**config.mk**
```make
export PLATFORM = sky130hd
export DESIGN_NAME = memory_unit
export DESIGN_NICKNAME = d
export VERILOG_FILES = /design/src/rtl/memory_unit.sv
export SDC_FILE = /design/constraint.sdc
export NUM_CORES = 1
export LEC_CHECK = 0
export CAP_MARGIN = 20
export CORE_MARGIN = 2
export CORE_UTILIZATION = 30
export CTS_BUF_LIST = sky130_fd_sc_hd__clkbuf_4
export CTS_CLUSTER_SIZE = 25
export DETAILED_ROUTE_END_ITERATION = 10
export DONT_BUFFER_PORTS = 1
export GPL_TIMING_DRIVEN = 1
export RECOVER_POWER = 25
export SETUP_SLACK_MARGIN = 0.4
export SLEW_MARGIN = 20
export SYNTH_ARGS = -nofsm -noshare
export SYNTH_HDL_FRONTEND = slang
export SYNTH_SLANG_ARGS = --single-unit
```
**constraint.sdc**
```tcl
create_clock -name clk -period 2.9 [get_ports clk]
set_input_delay 0.29 -clock clk [delete_from_list [all_inputs] [get_ports clk]]
set_output_delay 0.29 -clock clk [all_outputs]
set_load 0.02 [all_outputs]
```
**src/rtl/memory_unit.sv**
```systemverilog
// ============================================================================
// memory_unit : read-only 1024x32 page-table fixture ROM with valid/ready
//               request and response channels (IDLE -> READ -> RESPOND).
// Revision    : 1.0
// ============================================================================
`default_nettype none

module memory_unit (
    input  logic        clk,
    input  logic        rst,
    input  logic        mem_req_valid_i,
    output logic        mem_req_ready_o,
    input  logic [31:0] mem_addr_i,
    output logic        mem_resp_valid_o,
    input  logic        mem_resp_ready_i,
    output logic [31:0] mem_data_o
);

    typedef enum logic [1:0] {
        IDLE        = 2'd0,
        READ_ACCESS = 2'd1,
        RESPOND     = 2'd2
    } state_e;

    state_e      state_q, state_d;
    logic [31:0] addr_q,  addr_d;
    logic [31:0] data_q,  data_d;

    logic [9:0]  w_index;
    logic        w_in_range;
    logic [31:0] w_rom_word;
    logic        w_addr_unused;

    // Byte offset within a word carries no information for a word-wide ROM.
    assign w_addr_unused = ^addr_q[1:0];
    assign w_index       = addr_q[11:2];
    assign w_in_range    = (addr_q[31:12] == 20'd0);

    always_comb begin
        w_rom_word = 32'h0000_0000;
        if (w_in_range) begin
            case (w_index)
                10'd256: w_rom_word = 32'h0000_0801;
                10'd257: w_rom_word = 32'h1234_0000;
                10'd512: w_rom_word = 32'h1000_000F;
                10'd513: w_rom_word = 32'h1100_000F;
                10'd514: w_rom_word = 32'h1200_0007;
                default: w_rom_word = 32'h0000_0000;
            endcase
        end
    end

    always_comb begin
        state_d = state_q;
        addr_d  = addr_q;
        data_d  = data_q;
        case (state_q)
            IDLE: begin
                if (mem_req_valid_i) begin
                    addr_d  = mem_addr_i;
                    state_d = READ_ACCESS;
                end
            end
            READ_ACCESS: begin
                data_d  = w_rom_word;
                state_d = RESPOND;
            end
            RESPOND: begin
                if (mem_resp_ready_i) begin
                    state_d = IDLE;
                end
            end
            default: state_d = IDLE;
        endcase
    end

    always_ff @(posedge clk or negedge rst) begin
        if (!rst) begin
            state_q <= IDLE;
            addr_q  <= 32'h0000_0000;
            data_q  <= 32'h0000_0000;
        end else begin
            state_q <= state_d;
            addr_q  <= addr_d;
            data_q  <= data_d;
        end
    end

    // Handshake flags decode the state register only, keeping inputs off output paths.
    assign mem_req_ready_o  = (state_q == IDLE);
    assign mem_resp_valid_o = (state_q == RESPOND);
    assign mem_data_o       = data_q;

endmodule

`default_nettype wire

```
==> run summary <==
### Run status
- **status** completed

### Yosys
- **yosys synthesis warning count** 0
- **proportion of register bits with asynchronous set or reset after synthesis** 1.00
- **xor/xnor share of the synthesized area** 0
- **synth top area cells** sky130_fd_sc_hd__dfrtp_1, sky130_fd_sc_hd__mux2_2, sky130_fd_sc_hd__buf_4
- **number of distinct library cell variants in the gate-level netlist after synthesis** 28
- **share of the synthesized area in the top cell type** 0.548
- **area of the mapped netlist** 0.00183 sq mm
- **fraction of the mapped netlist area in simple logic gates** 0.109
- **number of cells produced by synthesis** 141
- **syn avg cell area** 12.9 sq um
- **main combinational cell family by area after synthesis** multiplexers
- **mux contribution to synthesized area** 0.179
- **most frequent cells after synthesis** sky130_fd_sc_hd__dfrtp_1, sky130_fd_sc_hd__mux2_2, sky130_fd_sc_hd__buf_4
- **post-synthesis cell type with the largest combined area** sky130_fd_sc_hd__dfrtp_1
- **share of synthesized area occupied by flip-flops and latches** 0.548
- **prevailing post-synth register cell** sky130_fd_sc_hd__dfrtp_1
- **fraction of the mapped netlist area in compound gates** 0.0466
- **arithmetic-cell share of the synthesized area counting full adders, half adders and majority gates** 0
- **synthesized flop and latch total** 40
- **most numerous cell in the Yosys netlist** sky130_fd_sc_hd__dfrtp_1
- **number of enable-type register cells in the synthesized netlist** 0

### Setup path
- **R2R depth** 4
- **worst path required time** 3110 ps
- **setup slack of the worst register-to-register path** 830 ps
- **startpoint of the most critical setup path** state_q[1]
- **critical path type** reg2reg
- **Max FO, Critical Path** 23
- **launch point of the worst reg-to-reg path** state_q[1]
- **endpoint kind of the worst setup timing path** register
- **endpoint of the worst register-to-register path** addr_q[19]
- **CP endpoint** addr_q[19]
- **arrival time of the worst setup path** 2280 ps
- **startpoint type of the worst setup path** register

### Routing
- **metal1 wirelength** 1380 um
- **DRC marker count from the first detailed-route iteration** 48
- **highest metal layer with signal wires** met4
- **routed wire length per instance** 14.4 um
- **via density per instance** 4.45
- **routed wl met3** 312 um
- **wire length on met2** 1450 um
- **First-pass DRT Iterations** 2
- **remaining design rule violation count** 0
- **number of antenna-violating nets in the routed design** 0
- **total vias in the final route** 974
- **WL final** 3160 um

### Clock tree
- **clock latency on the worst-skew pair** 330 ps
- **deepest clock path buffer count** 2
- **TritonCTS clock tree** built
- **clock sink total** 40
- **clock input transition at the sequential cells of the worst setup and hold paths** 120 ps
- **# H-tree levels** 2
- **cell chosen for the clock root** sky130_fd_sc_hd__clkbuf_4
- **setup repair bufs after CTS** 0
- **number of buffers created by CTS** 5

### Final layout
- **count of nets after finishing** 178
- **post-route cell area** 0.00190 sq mm
- **count of non-filler cells in the finished layout** 219
- **utilization of the core after routing** 0.323
- **fraction of final layout cells with drive strength greater than 1** 0.301
- **relative area change from synthesis to final layout** 4.11%
- **Filler Cells Inserted** 606

### Floorplanning
- **area enclosed by the die boundary** 0.00672 sq mm
- **number of placement rows** 28
- **starting density of the core** 0.310
- **Floorplan Core Area** 0.00589 sq mm
- **x dimension of the die** 82.0 um
- **io pins** 70
- **vertical die dimension** 82.0 um

### Global routing
- **largest net degree at the start of global routing** 41
- **wire length of the first global-routing pass** 5110 um
- **initial antenna violation count** 1
- **number of global-route vias before repair** 972
- **GR Util All Layers** 0.104
- **global route overflow** 0

### Timing
- **RSZ-0062 raised after global routing** no
- **final worst clock skew** 18.3 ps
- **slew margin rel.** 0.612
- **Hold Vio Cnt, Final** 0
- **Tightest Pin Transition** 582 ps
- **final count of pins violating max slew** 0
- **share of the cycle needed by the critical path after routing** 0.714
- **time the worst path needs with I/O delays and setup** 2070 ps
- **total of endpoints with negative setup slack in the final report** 0
- **Fin Setup TNS** 0 ps
- **worst setup slack after layout** 828 ps
- **highest clock rate** 483 MHz

### Min path
- **worst min-delay path class** in2reg
- **startpoint of the most critical hold path** mem_resp_ready_i

### Place
- **half-perimeter wire length after placement** 2370 um
- **number of instances in the placed design** 208
- **worst setup slack after placement** 806 ps
- **final estimated routing congestion in global placement** 0.739
- **placed standard-cell area** 0.00181 sq mm
- **number of port buffers** 0

### Pwr
- **static power due to leakage** 0.000787 uW
- **peak supply drop** 0.360 mV
- **ratio of total power to cell area** 894 mW/mm^2

### Run
- **Max-Cap Viols** 0

==> state kept, by name, summed over array words and instances (netlist names) <==
name and count:
addr_q 30, state_q 2, mem_data_o 8
==> cell families after synthesis <==
kind of cell / Yosys count
and+or+nand+nor: 28
muxes: 29
other: 1
DFF: 40
buffers and inverters: 31
AOI/OAI and AO/OA: 12
==> layer usage <==
metal  vias up  track usage
met2        47        0.164
met4         0       0.0350
met5         -            0
met3         2       0.0495
li1        454            -
met1       471        0.125
==> through the flow <==
| step | power (uW) | hold WS (ps) |
|---|---|---|
| floorplan | 1340 | -5.59 |
| global placement | 1410 | -4.42 |
| detailed placement | 1430 | -4.58 |
| CTS | 1730 | 48.1 |
| global route | 1840 | 33.7 |
| finish | 1700 | 57.7 |
==> critical path, stage by stage, from the launching register on <==
cell and delay, ps:
sky130_fd_sc_hd__dfrtp_1 420, sky130_fd_sc_hd__nor2_1 400, sky130_fd_sc_hd__and2_1 530, sky130_fd_sc_hd__buf_12 250, sky130_fd_sc_hd__mux2_2 350
==> layout make-up <==
class | instances | area [sq um] | share of cell area
multi-input combinational | 90 | 689 | 0.363
antenna | 1 | 2.50 | 0.00132
timing repair buffer | 3 | 50.0 | 0.0263
clock inverter | 1 | 3.75 | 0.00197
tap | 75 | 93.8 | 0.0494
inverter | 2 | 7.51 | 0.00395
clock buffer | 7 | 52.6 | 0.0276
sequential | 40 | 1000 | 0.527
==> cell usage in the layout, fill, tap and decap left out, types with 2 or more instances in the layout <==
cell | synthesis | final
sky130_fd_sc_hd__dfrtp_1 | 40 | 40
sky130_fd_sc_hd__mux2_2 | 27 | 27
sky130_fd_sc_hd__conb_1 | 1 | 21
sky130_fd_sc_hd__clkbuf_4 | 0 | 7
sky130_fd_sc_hd__nor2_1 | 5 | 5
sky130_fd_sc_hd__nand2_1 | 5 | 5
sky130_fd_sc_hd__nor4_1 | 4 | 4
sky130_fd_sc_hd__o21ai_1 | 4 | 4
sky130_fd_sc_hd__a22o_1 | 3 | 3
sky130_fd_sc_hd__nand2b_1 | 2 | 2
sky130_fd_sc_hd__inv_1 | 2 | 2
sky130_fd_sc_hd__o21ai_0 | 2 | 2
sky130_fd_sc_hd__or4_4 | 2 | 2
sky130_fd_sc_hd__or4b_1 | 2 | 2
sky130_fd_sc_hd__mux2_1 | 2 | 2
sky130_fd_sc_hd__buf_12 | 0 | 2
==> report_power, final <==
| group | total, uW | leakage [uW] | internal [uW] | switching, uW |
|---|---|---|---|---|
| clock | 281 | 0.0000338 | 112 | 169 |
| combinational | 492 | 0.000265 | 261 | 231 |
| sequential | 926 | 0.000488 | 782 | 144 |
| total | 1700 | 0.000787 | 1160 | 544 |
==> worst min-delay path by stage <==
stage,end,slack [ps],cells past startpoint
CTS,state_q[1],50,1
detailed placement,mem_data_o[11],-5,0
floorplan,addr_q[10],-6,0
finish,state_q[1],60,1
global route,state_q[1],30,1
global placement,mem_data_o[0],-4,0
==> what timing repair did <==
item                      CTS  global route
gates resized for setup     0             0
hold buffers                2             0
hold endpoints to repair   40             0
Power figures use the tool's default switching activity.
